File: config.mk
export PLATFORM = sky130hd
export DESIGN_NAME = debounce_multi
export DESIGN_NICKNAME = d
export VERILOG_FILES = /design/src/rtl/debounce_pkg.sv /design/src/rtl/debounce_channel.sv /design/src/rtl/debounce_multi.sv
export SDC_FILE = /design/constraint.sdc
export NUM_CORES = 1
export LEC_CHECK = 0
export ABC_AREA = 1
export CAP_MARGIN = 40
export CORE_UTILIZATION = 29
export CTS_BUF_LIST = sky130_fd_sc_hd__clkbuf_8
export DETAILED_ROUTE_END_ITERATION = 10
export DONT_BUFFER_PORTS = 1
export SLEW_MARGIN = 10
export SYNTH_ARGS = -nofsm -noshare
export SYNTH_HDL_FRONTEND = slang
export SYNTH_SLANG_ARGS = --single-unit
File: constraint.sdc
create_clock -name i_clk -period 2.7 [get_ports i_clk]
set_input_delay 0.54 -clock i_clk [delete_from_list [all_inputs] [get_ports i_clk]]
set_output_delay 0.54 -clock i_clk [all_outputs]
set_load 0.01 [all_outputs]
File: src/rtl/debounce_pkg.sv
// debounce_pkg: shared helpers for the multi-channel debouncer.
// Holds the ceil-log2 helper and the parameter legality checks used by
// debounce_multi and debounce_channel.
package debounce_pkg;

  // Bits needed to count 0..value-1; returns 0 for value <= 1.
  function automatic int clog2(input int value);
    int r;
    int v;
    r = 0;
    v = value - 1;
    while (v > 0) begin
      r = r + 1;
      v = v >> 1;
    end
    return r;
  endfunction

  function automatic bit depth_legal(input int depth);
    return depth >= 2;
  endfunction

  function automatic bit prescale_legal(input int prescale);
    return prescale >= 1;
  endfunction

  function automatic bit hold_legal(input int hold_ticks);
    return hold_ticks >= 1;
  endfunction

endpackage

File: src/rtl/debounce_channel.sv
// debounce_channel: one button channel.
// A DEPTH-sample agreement window sets/clears the debounced level, emits
// one-clk rise/fall pulses on level changes, and a one-shot held pulse once
// the level has been high for HOLD_TICKS sample ticks.
// The window is the DEPTH-1 stored samples plus the incoming sample, so the
// decision sees the post-shift contents on the same tick edge.
module debounce_channel
  import debounce_pkg::*;
#(
  parameter int DEPTH      = 8,
  parameter int HOLD_TICKS = 250
) (
  input  logic i_clk,
  input  logic i_reset,
  input  logic i_tick,
  input  logic i_s,
  output logic o_debounced,
  output logic o_rise,
  output logic o_fall,
  output logic o_held
);

  localparam int HOLD_W = clog2(HOLD_TICKS + 1);
  localparam logic [HOLD_W-1:0] HOLD_MAX = HOLD_W'(HOLD_TICKS);

  if (!depth_legal(DEPTH) || !hold_legal(HOLD_TICKS)) begin : g_bad_params
    $error("debounce_channel: DEPTH must be >= 2 and HOLD_TICKS >= 1");
  end

  logic [DEPTH-2:0]  r_shreg;
  logic [DEPTH-1:0]  w_window;
  logic              r_debounced;
  logic              r_rise;
  logic              r_fall;
  logic              r_held;
  logic [HOLD_W-1:0] r_hold_cnt;

  assign w_window = {r_shreg, i_s};

  // Shift in a sample on each tick and update the level on full agreement.
  always_ff @(posedge i_clk or posedge i_reset) begin
    if (i_reset) begin
      r_shreg     <= '0;
      r_debounced <= 1'b0;
      r_rise      <= 1'b0;
      r_fall      <= 1'b0;
    end else begin
      r_rise <= 1'b0;
      r_fall <= 1'b0;
      if (i_tick) begin
        r_shreg <= w_window[DEPTH-2:0];
        if ((&w_window) && !r_debounced) begin
          r_debounced <= 1'b1;
          r_rise      <= 1'b1;
        end else if (!(|w_window) && r_debounced) begin
          r_debounced <= 1'b0;
          r_fall      <= 1'b1;
        end
      end
    end
  end

  // Count ticks while high, saturate at HOLD_TICKS, pulse once on arrival.
  always_ff @(posedge i_clk or posedge i_reset) begin
    if (i_reset) begin
      r_hold_cnt <= '0;
      r_held     <= 1'b0;
    end else begin
      r_held <= 1'b0;
      if (!r_debounced) begin
        r_hold_cnt <= '0;
      end else if (i_tick && (r_hold_cnt != HOLD_MAX)) begin
        r_hold_cnt <= r_hold_cnt + 1'b1;
        if (r_hold_cnt == (HOLD_MAX - 1'b1)) begin
          r_held <= 1'b1;
        end
      end
    end
  end

  assign o_debounced = r_debounced;
  assign o_rise      = r_rise;
  assign o_fall      = r_fall;
  assign o_held      = r_held;

endmodule

File: src/rtl/debounce_multi.sv
// debounce_multi: parametrised multi-channel push-button debouncer.
// Owns the sample-rate prescaler and the optional input synchroniser, and
// instantiates one debounce_channel per button.
// Build option DEBOUNCE_SYNC_EN: when defined, each button passes through a
// 2-flop synchroniser (2 clk extra latency); otherwise buttons must already
// be synchronous to i_clk.
module debounce_multi
  import debounce_pkg::*;
#(
  parameter int CHANNELS   = 4,
  parameter int DEPTH      = 8,
  parameter int PRESCALE   = 1,
  parameter int HOLD_TICKS = 250
) (
  input  logic                i_clk,
  input  logic                i_reset,
  input  logic [CHANNELS-1:0] i_button,
  output logic [CHANNELS-1:0] o_debounced,
  output logic [CHANNELS-1:0] o_rise,
  output logic [CHANNELS-1:0] o_fall,
  output logic [CHANNELS-1:0] o_held,
  output logic                o_tick
);

  localparam int CNT_W = (clog2(PRESCALE) < 1) ? 1 : clog2(PRESCALE);
  localparam logic [CNT_W-1:0] CNT_MAX = CNT_W'(PRESCALE - 1);

  if (!prescale_legal(PRESCALE) || (CHANNELS < 1)) begin : g_bad_params
    $error("debounce_multi: PRESCALE and CHANNELS must be >= 1");
  end

  logic [CNT_W-1:0]    r_cnt;
  logic                r_tick;
  logic [CHANNELS-1:0] w_s;

  // Prescaler: wrap at PRESCALE-1 and register a one-clk tick on the wrap.
  always_ff @(posedge i_clk or posedge i_reset) begin
    if (i_reset) begin
      r_cnt  <= '0;
      r_tick <= 1'b0;
    end else begin
      r_tick <= (r_cnt == CNT_MAX);
      if (r_cnt == CNT_MAX) begin
        r_cnt <= '0;
      end else begin
        r_cnt <= r_cnt + 1'b1;
      end
    end
  end

`ifdef DEBOUNCE_SYNC_EN
  logic [CHANNELS-1:0] r_sync1;
  logic [CHANNELS-1:0] r_sync2;

  // Two-flop synchroniser, clocked every clk regardless of tick.
  always_ff @(posedge i_clk or posedge i_reset) begin
    if (i_reset) begin
      r_sync1 <= '0;
      r_sync2 <= '0;
    end else begin
      r_sync1 <= i_button;
      r_sync2 <= r_sync1;
    end
  end

  assign w_s = r_sync2;
`else
  assign w_s = i_button;
`endif

  for (genvar g = 0; g < CHANNELS; g++) begin : g_chan
    debounce_channel #(
      .DEPTH      (DEPTH),
      .HOLD_TICKS (HOLD_TICKS)
    ) u_chan (
      .i_clk       (i_clk),
      .i_reset     (i_reset),
      .i_tick      (r_tick),
      .i_s         (w_s[g]),
      .o_debounced (o_debounced[g]),
      .o_rise      (o_rise[g]),
      .o_fall      (o_fall[g]),
      .o_held      (o_held[g])
    );
  end

  assign o_tick = r_tick;

endmodule

==> out/qor.json <==
{
  "route.detailed.vias_per_inst": 4.56,
  "start_kind": "register",
  "holdCritPathClass": "primary input to async pin",
  "detail_route.drc_violations": 0,
  "via_count": 3102,
  "synth.ff_latch_count": 77,
  "critical_path.max_fanout": 24,
  "drtPass1Iterations": 5,
  "cts_num_sinks": 77,
  "antenna_cells_inserted": 0,
  "io-pin-count": 23,
  "drt_iter0_drc": 254,
  "post-route-period-util_pct": 63.9,
  "post_synth.cell_area_avg_um2": 7.85,
  "power.density_cell_area_mw_per_mm2": 650,
  "layout-drive-gt1-share_pct": 8.33,
  "worst_skew_pair.late_latency_ps": 340,
  "tritoncts": "yes",
  "p_leak_nw": 2.02,
  "globalRouteTotalUtil_pct": 11.3,
  "power.share.combinational_pct": 15.0,
  "cpPeakStageDelay_ps": 510,
  "synth.lib_cells_used.distinct": 26,
  "die_height_um": 120,
  "fmax_mhz": 580,
  "worst_slew_pin_slew_ps": 577,
  "clock_transition_time_at_the_flip_flop_clock_pins_of_the_worst_setup_and_hold_paths_ps": 80,
  "port-buffer-count": 0,
  "initial_core_utilization_pct": 30.0,
  "cp_num_cells": 1,
  "holdBufCountCts": 0,
  "place_congestion": 0.806,
  "vdd_drop_max_v": 0.000307,
  "layout_common_cells": "nand2_1, dfrtp_1, nor2_1, inv_1, nand3_1",
  "layout.cells.non_filler": 680,
  "worst_ep_required_ps": 2160,
  "end_kind": "primary output",
  "gr-max-usage-layer": "met2",
  "timing.setup.tns_ps": 0,
  "most_common_cell_after_layout_fill_and_taps_aside": "nand2_1",
  "pin_count_of_the_biggest_net_entering_global_routing": 53,
  "cts-resized-gates": 0,
  "cap_violations": 0,
  "worst-setup-path-type": "register to primary output",
  "ys_dominant_reg_cell": "dfrtp_1",
  "setup_repair_after_global_routing_missed_its_margin": "false",
  "detailed_place_hpwl_mm": 5.26,
  "groute.layer.met3.usage_pct": 3.85,
  "report.final.slew_viol_count": 0,
  "worstPathCellList": "buf_4",
  "clock_path_buffers": 2,
  "post_synth_inst_count": 513,
  "final-hold-violation-count": 0,
  "tritoncts.num_buffers": 9,
  "global_route.usage.met1_pct": 14.3,
  "cell_type_group_with_the_largest_total_delay_on_the_critical_path": "flip-flops",
  "cp.buffers_inverters": 1,
  "critical_path.slowest_cell": "dfrtp_1",
  "grt.overflow.total": 0,
  "post-cts-setup-buffers": 0,
  "coreArea_mm2": 0.0134,
  "sw_frac_of_total_pct": 31.3,
  "share_of_synthesized_area_occupied_by_flip_flops_and_latches_pct": 47.9,
  "syn_nets": 531,
  "total_switching_power_mw": 0.875,
  "wl_per_cell_um": 10.9,
  "floorplan.die_area_mm2": 0.0144,
  "die-width_um": 120,
  "fraction_of_power_consumed_by_the_clock_network_pct": 32.3,
  "synthArstFlopShare_pct": 100,
  "initial_antenna_violation_count": 0,
  "cts_root_buffer": "clkbuf_8",
  "period_needed_ps": 1730,
  "fin_worst_skew_ps": 10.4,
  "yosys_warnings": 0,
  "max_slew_margin_pct": 61.5,
  "syn-cell-area_mm2": 0.00403,
  "dpl_cells": 664,
  "rows": 42,
  "grt_pass1_vias": 2834,
  "design.final.nets": 517,
  "grt_first_pass_wirelength_mm": 13.0,
  "area.growth.synth_to_final_pct": 6.81,
  "intPower_mw": 1.92,
  "timing.final.setup_violations": 0,
  "cts_max_level": 3,
  "remaining_antenna_violation_count_after_routing": 0,
  "ff2ff_path_depth": 8,
  "outcome": "finished, final reports clean",
  "grt_util_met2_pct": 17.9,
  "totalWireLength_mm": 7.45,
  "cp.arrival_ps": 1190,
  "synth_edf_count": 0,
  "seq_power_share_pct": 52.8
}
[state kept, by name (all words and copies together), names as in the netlist]
name	count
g_chan.u_chan.r_shreg	28
g_chan.u_chan.o_fall	4
g_chan.u_chan.o_rise	4
g_chan.u_chan.o_debounced	4
g_chan.u_chan.o_held	4
g_chan.u_chan.r_hold_cnt	32
o_tick	1
[cell type report]
| class | instances | area (µm²) |
|---|---|---|
| clock buffer | 12 | 165 |
| clock inverter | 4 | 45.0 |
| fill | 1402 | 9100 |
| inverter | 63 | 238 |
| multi-input combinational | 345 | 1670 |
| sequential | 77 | 1930 |
| tap | 176 | 220 |
| timing repair buffer | 3 | 35.0 |
[synthesized netlist by cell type, types with 6 or more instances]
| cell | count | area share [%] |
|---|---|---|
| nand4_1 | 22 | 3.4 |
| ha_1 | 12 | 3.7 |
| nor2_1 | 68 | 6.3 |
| nor3_1 | 13 | 1.6 |
| o21ai_1 | 8 | 0.99 |
| o21ai_0 | 25 | 3.1 |
| buf_2 | 6 | 0.75 |
| nand2_1 | 133 | 12 |
| dfrtp_1 | 77 | 48 |
| buf_4 | 19 | 3.5 |
| inv_1 | 57 | 5.3 |
| nand3_1 | 32 | 4.0 |
| xor2_1 | 8 | 1.7 |
[logic make-up after synthesis]
kind of cell | count (synthesis) | synth area share, %
and+or+nand+nor | 280 | 29.9
buffers and inverters | 91 | 10.7
DFF | 77 | 47.9
AOI/OAI and AO/OA | 44 | 6.06
adders and majority gates | 12 | 3.73
xor gates and xnor gates | 8 | 1.74
other | 1 | 0.0931
[per-layer routing]
layer  vias up  routed length, µm
li1       1570                  -
met1      1436               3570
met2        88               3380
met3         8                427
met4         0                 73
met5         -                  0
[through the flow]
stage	cell area, µm²	util [%]	power (mW)	worst slack [ps]	hold WS, ps
global route	4300	32.1	2.99	876	149
finish	4300	32.1	2.79	975	128
floorplan	4030	-	1.84	193	464
CTS	4300	32.1	2.85	943	126
detailed placement	4090	30.5	1.92	1250	486
global placement	4090	30.5	1.90	1310	481
[power groups by stage]
stage | combinational [mW] | sequential [mW] | clock (mW)
after global placement | 0.408 | 1.49 | 0
after CTS | 0.424 | 1.47 | 0.948
after detailed placement | 0.421 | 1.50 | 0
final | 0.418 | 1.47 | 0.901
after global routing | 0.494 | 1.50 | 0.998
after floorplan | 0.449 | 1.39 | 0
[final timing paths]
kind	from	to	slack, ps
max	o_tick	o_tick	970
min	i_reset	g_chan[0].u_chan.o_rise	130
max reg2reg	g_chan[1].u_chan.r_hold_cnt[0]	g_chan[1].u_chan.r_hold_cnt[0]	1250
min reg2reg	g_chan[2].u_chan.r_shreg[3]	g_chan[2].u_chan.r_shreg[3]	510
max in group asynchronous	i_reset	g_chan[1].u_chan.r_hold_cnt[0]	1890
min in group i_clk	i_button[3]	g_chan[3].u_chan.r_shreg[0]	320
Note: power is estimated with default switching activity, not from simulation.
